### src/rtl/arbitrate_pkg.sv
// +--------------------------------------------------------------------------+
// | arbitrate_pkg: shared state encoding and stb/rdy/dat handshake helpers   |
// | Revision: 1.0                                                            |
// +--------------------------------------------------------------------------+
`default_nettype none

package arbitrate_pkg;

  localparam int         STATE_W = 1;
  localparam logic [0:0] IDLE    = 1'b0;
  localparam logic [0:0] BUSY    = 1'b1;

  // A stream beat moves on any rising edge where the producer's stb and the
  // consumer's rdy are both high; the producer holds stb/dat until then.
  function automatic logic handshake(input logic stb, input logic rdy);
    return stb & rdy;
  endfunction

endpackage

`default_nettype wire

### src/rtl/arbitrate_prioritize.sv
// +--------------------------------------------------------------------------+
// | prioritize: rotating-priority picker, first set req at ptr, ptr+1, ...  |
// | Revision: 1.0                                                            |
// +--------------------------------------------------------------------------+
`default_nettype none

module prioritize #(
  parameter int ARGC = 2,
  parameter int SELW = $clog2(ARGC)
) (
  input  logic [ARGC-1:0] req,
  input  logic [SELW-1:0] ptr,
  output logic            any,
  output logic [SELW-1:0] idx
);

  logic [SELW-1:0] w_j;

  // Walk from the farthest offset back to ptr so the nearest hit wins.
  always_comb begin
    any = |req;
    idx = '0;
    w_j = '0;
    for (int k = ARGC - 1; k >= 0; k--) begin
      w_j = SELW'((int'(ptr) + k) % ARGC);
      if (req[w_j]) begin
        idx = w_j;
      end
    end
  end

endmodule

`default_nettype wire

### src/rtl/arbitrate.sv
// +--------------------------------------------------------------------------+
// | arbitrate: round-robin merge of ARGC stb/rdy byte streams, PKTL-beat lock |
// | Revision: 1.0                                                            |
// +--------------------------------------------------------------------------+
`default_nettype none

module arbitrate
  import arbitrate_pkg::*;
#(
  parameter int ARGW = 8,
  parameter int ARGC = 2,
  parameter int PKTL = 2
) (
  input  logic                    clk,
  input  logic                    rst,
  input  logic [ARGC-1:0]         arg_stb,
  input  logic [ARGC*ARGW-1:0]    arg_dat,
  output logic [ARGC-1:0]         arg_rdy,
  output logic                    out_stb,
  output logic [ARGW-1:0]         out_dat,
  output logic [$clog2(ARGC)-1:0] out_sel,
  input  logic                    out_rdy
);

  localparam int              SELW   = $clog2(ARGC);
  localparam int              CNTW   = (PKTL > 1) ? $clog2(PKTL) : 1;
  localparam logic [CNTW-1:0] c_LAST = CNTW'(PKTL - 1);

  logic [STATE_W-1:0] r_state;
  logic [SELW-1:0]    r_ptr;
  logic [SELW-1:0]    r_g;
  logic [CNTW-1:0]    r_cnt;

  logic               w_any;
  logic [SELW-1:0]    w_idx;
  logic               w_open;
  logic               w_xfer;
  logic [ARGW-1:0]    w_dat;

  prioritize #(
    .ARGC (ARGC),
    .SELW (SELW)
  ) u_prioritize (
    .req (arg_stb),
    .ptr (r_ptr),
    .any (w_any),
    .idx (w_idx)
  );

  // The granted input may push whenever the output register is empty or
  // draining this edge; this path is combinational from out_rdy.
  assign w_open = (r_state == BUSY) && (!out_stb || out_rdy);

  generate
    for (genvar i = 0; i < ARGC; i++) begin : g_rdy
      assign arg_rdy[i] = w_open && (r_g == SELW'(i));
    end
  endgenerate

  assign w_xfer = handshake(arg_stb[r_g], w_open);
  assign w_dat  = arg_dat[r_g*ARGW +: ARGW];

  always_ff @(posedge clk) begin
    if (rst) begin
      r_state <= IDLE;
      r_ptr   <= '0;
      r_g     <= '0;
      r_cnt   <= '0;
      out_stb <= 1'b0;
      out_dat <= '0;
      out_sel <= '0;
    end else begin
      if (w_xfer) begin
        out_stb <= 1'b1;
        out_dat <= w_dat;
        out_sel <= r_g;
      end else if (out_rdy) begin
        out_stb <= 1'b0;
      end

      if (r_state == IDLE) begin
        if (w_any) begin
          r_g     <= w_idx;
          r_cnt   <= '0;
          r_state <= BUSY;
        end
      end else if (w_xfer) begin
        if (r_cnt == c_LAST) begin
          r_cnt   <= '0;
          r_state <= IDLE;
          r_ptr   <= (r_g == SELW'(ARGC - 1)) ? '0 : r_g + SELW'(1);
        end else begin
          r_cnt <= r_cnt + CNTW'(1);
        end
      end
    end
  end

endmodule

`default_nettype wire

### config.mk
export PLATFORM = sky130hd
export DESIGN_NAME = arbitrate
export DESIGN_NICKNAME = d
export VERILOG_FILES = /design/src/rtl/arbitrate_pkg.sv /design/src/rtl/arbitrate_prioritize.sv /design/src/rtl/arbitrate.sv
export SDC_FILE = /design/constraint.sdc
export NUM_CORES = 1
export LEC_CHECK = 0
export BUFFER_PORTS_ARGS = -buffer_cell sky130_fd_sc_hd__buf_2
export CAP_MARGIN = 40
export CORE_MARGIN = 2
export CORE_UTILIZATION = 35
export CTS_CLUSTER_DIAMETER = 80
export DETAILED_ROUTE_END_ITERATION = 8
export GPL_ROUTABILITY_DRIVEN = 0
export GPL_TIMING_DRIVEN = 0
export PLACE_DENSITY = 0.6
export SETUP_SLACK_MARGIN = 0.02
export SLEW_MARGIN = 15
export SYNTH_ARGS = -nofsm -noshare
export SYNTH_HDL_FRONTEND = slang
export SYNTH_SLANG_ARGS = --single-unit
### constraint.sdc
create_clock -name clk -period 1.55 [get_ports clk]
set_input_delay 0.0775 -clock clk [delete_from_list [all_inputs] [get_ports clk]]
set_output_delay 0.0775 -clock clk [all_outputs]
set_load 0.05 [all_outputs]
==> impl_results.md <==
* Cts hold-fix bufs at 0
* RSZ-0062 raised after global routing: false
* DRC Markers at 0
* CTS resizes at 5
* Worst hold path type: input port to register
* Diodes inserted at 0
* Final Max Slew Viols at 0
* Clock Skews at 0.002437 ns
* H-tree lvl count at 1
* Post-synth top cells: 14 x dfxtp_1, 9 x a31oi_1, 8 x a211oi_1, 8 x mux2i_1, 4 x clkbuf_1
* Largest net degree at the start of global routing at 11
* Endpoints failing hold at 0
* Ys async rst share at 0%
* Post-synth EDFFs at 0
* Total gr overflow at 0
* Arrival time at the worst endpoint at 1.38 ns
* Area grow syn2layout at 34.55%
* Routed Wire Length at roughly 1.8 mm
* Post-CTS Setup Inserts at 0
* DR vias at 706
* Clock Path Buffers at 2
* F_max at 687.9 MHz
* Final setup TNS at 0 ns
* Status: finished clean
* Share of layout cells above drive strength 1 at 45.28%
* PwrDens at 931.1 nW/µm²
* Final WS setup at just under 0.1 ns
* DRT iter0 DRCs at 15
* Worst Tran Pin Value at 0.4894 ns
* Initial antenna violation count at 0
* VDD IR max at 0.3911 mV
* Kind of critical path: register to output port
* Nets@finish at between 100 and 150
* DRT Pass-1 Iters at 4
* Setup-failing EPs final at 0
* R2R Setup Slk at 0.13 ns
* Worst-path fanout max at 10
* Top post-synthesis cells by area: dfxtp_1 41%, mux2i_1 12%, a211oi_1 8.7%
* IO Port Bufs at 32
* Most common cell in the synthesized netlist: dfxtp_1
* GRT Total Usage at 16.98%
* Die Span Y at between 40 and 50 µm
* WHS at 0.04183 ns
* Row count at 16
* Worst path required time at 1.47 ns
* Clk Latency, worst-skew pair at about 0.27 ns
* Netlist Area Pre-Place at 688.2 µm²
* Pre-CTS WS at 0.04436 ns
* CTS Buf Count at 3
* Top-area cell type share of the netlist area at 40.73%
* Flops & latches, synth at 14
* Ys Warns at 0
* Number of global-route vias before repair at 701
* Slew margin rel. at 67.37%
* Core Box Area at 1902 µm²
* Leading area contributor after synthesis: dfxtp_1
* Max-cap violation count at 0
* Syn nets at 93
* Post-layout util at just under 50%
* Die area at 2337 µm²
* Die width at 48.34 µm
* Clock transition at the registers of the reported paths at 0.09 ns
* Main synth FF type: dfxtp_1
* WL/cell at 13.71 µm
* CP startpoint kind: register
* DP HPWL at 1.246 mm
* Period Utilization, post-route at 93.78%
* I/O pin total at 33
* CTS root buf: clkbuf_4
* CP Capture Type: output port
* Distinct cells, synth at 24
* Number of filler cells placed in the layout at about 200
* Vias per cell at 5.308
* Seq/Total Area, Yosys at 40.73%
* Initial Util at 36.18%
* Final min period at roughly 1.5 ns
* Final Power at 0.8621 mW
* First-pass GRT wire length at 3.125 mm
* Antenna viol nets, final at 0
* Leakage at between 0.3 and 0.4 nW
* Sink Count at 14
* Post-Syn Area per Cell at 9.558 µm²
* CTS tree: built
* Synthesized instance count at 72
## final timing paths
| path | from | endpoint | cells past startpoint |
|---|---|---|---|
| setup / recovery | out_stb | arg_rdy[1] | 4 |
| setup reg to reg | r_g | r_ptr | 5 |
| hold / removal | rst | r_ptr | 2 |
| hold reg to reg | out_sel | out_sel | 2 |
## registers in the layout, indices dropped and copies added (netlist names)
signal	flops
out_dat	8
out_sel	1
out_stb	1
r_cnt	1
r_g	1
r_ptr	1
r_state	1
## layout by cell type, fill, tap and decap left out, drive strengths merged, types with 2 or more instances in the layout
cell type / instances
inv: 2
clkbuf: 6
a21oi: 2
nor2b: 2
buf: 36
a31oi: 9
and3: 2
dfxtp: 14
nor4: 2
a211oi: 8
nor2: 3
o21ai: 3
mux2i: 8
## per-layer routing
layer  vias up  global-route usage [%]  wire, µm
met3         2                   4.012       141
met2        33                   28.24       864
met5         -                       0         0
li1        347                       -         -
met4         0                   7.143        12
met1       324                   21.08       804
## kinds of logic after synthesis
| group | share of synthesized area, % |
|---|---|
| AOI/OAI and AO/OA | 26.36 |
| DFF | 40.73 |
| and+or+nand+nor | 11.09 |
| buffers and inverters | 8.000 |
| muxes | 13.82 |
## layout make-up
type,count,area (µm²),area share [%]
Sequential cell,14,281.5,30.41
Multi-Input combinational cell,48,366.6,39.59
Inverter,2,7.507,0.8108
Tap cell,27,33.78,3.649
Timing Repair Buffer,32,162.7,17.57
Clock buffer,3,22.52,2.432
Buffer,7,51.30,5.541
## critical path: stages (launching register included)
cell,delay [ns]
dfxtp_1,0.41
nand2b_4,0.10
clkbuf_4,0.19
and3_2,0.22
buf_4,0.18
## where the power goes
part | switching [mW] | internal [mW] | leakage, nW
registers | 0.0191 | 0.385 | 0.115
logic | 0.161 | 0.0903 | 0.267
clock network | 0.116 | 0.0899 | 0.0138
total | 0.297 | 0.566 | 0.396
## metrics by stage
stage | instance area [µm²] | instances
2_1_floorplan | 694.4 | 72
3_3_place_gp | 888.4 | 131
3_5_place_dp | 888.4 | 131
4_1_cts | 917.1 | 133
5_1_grt | 925.9 | 133
6_report | 925.9 | 133
(Power assumes the default switching activity.)
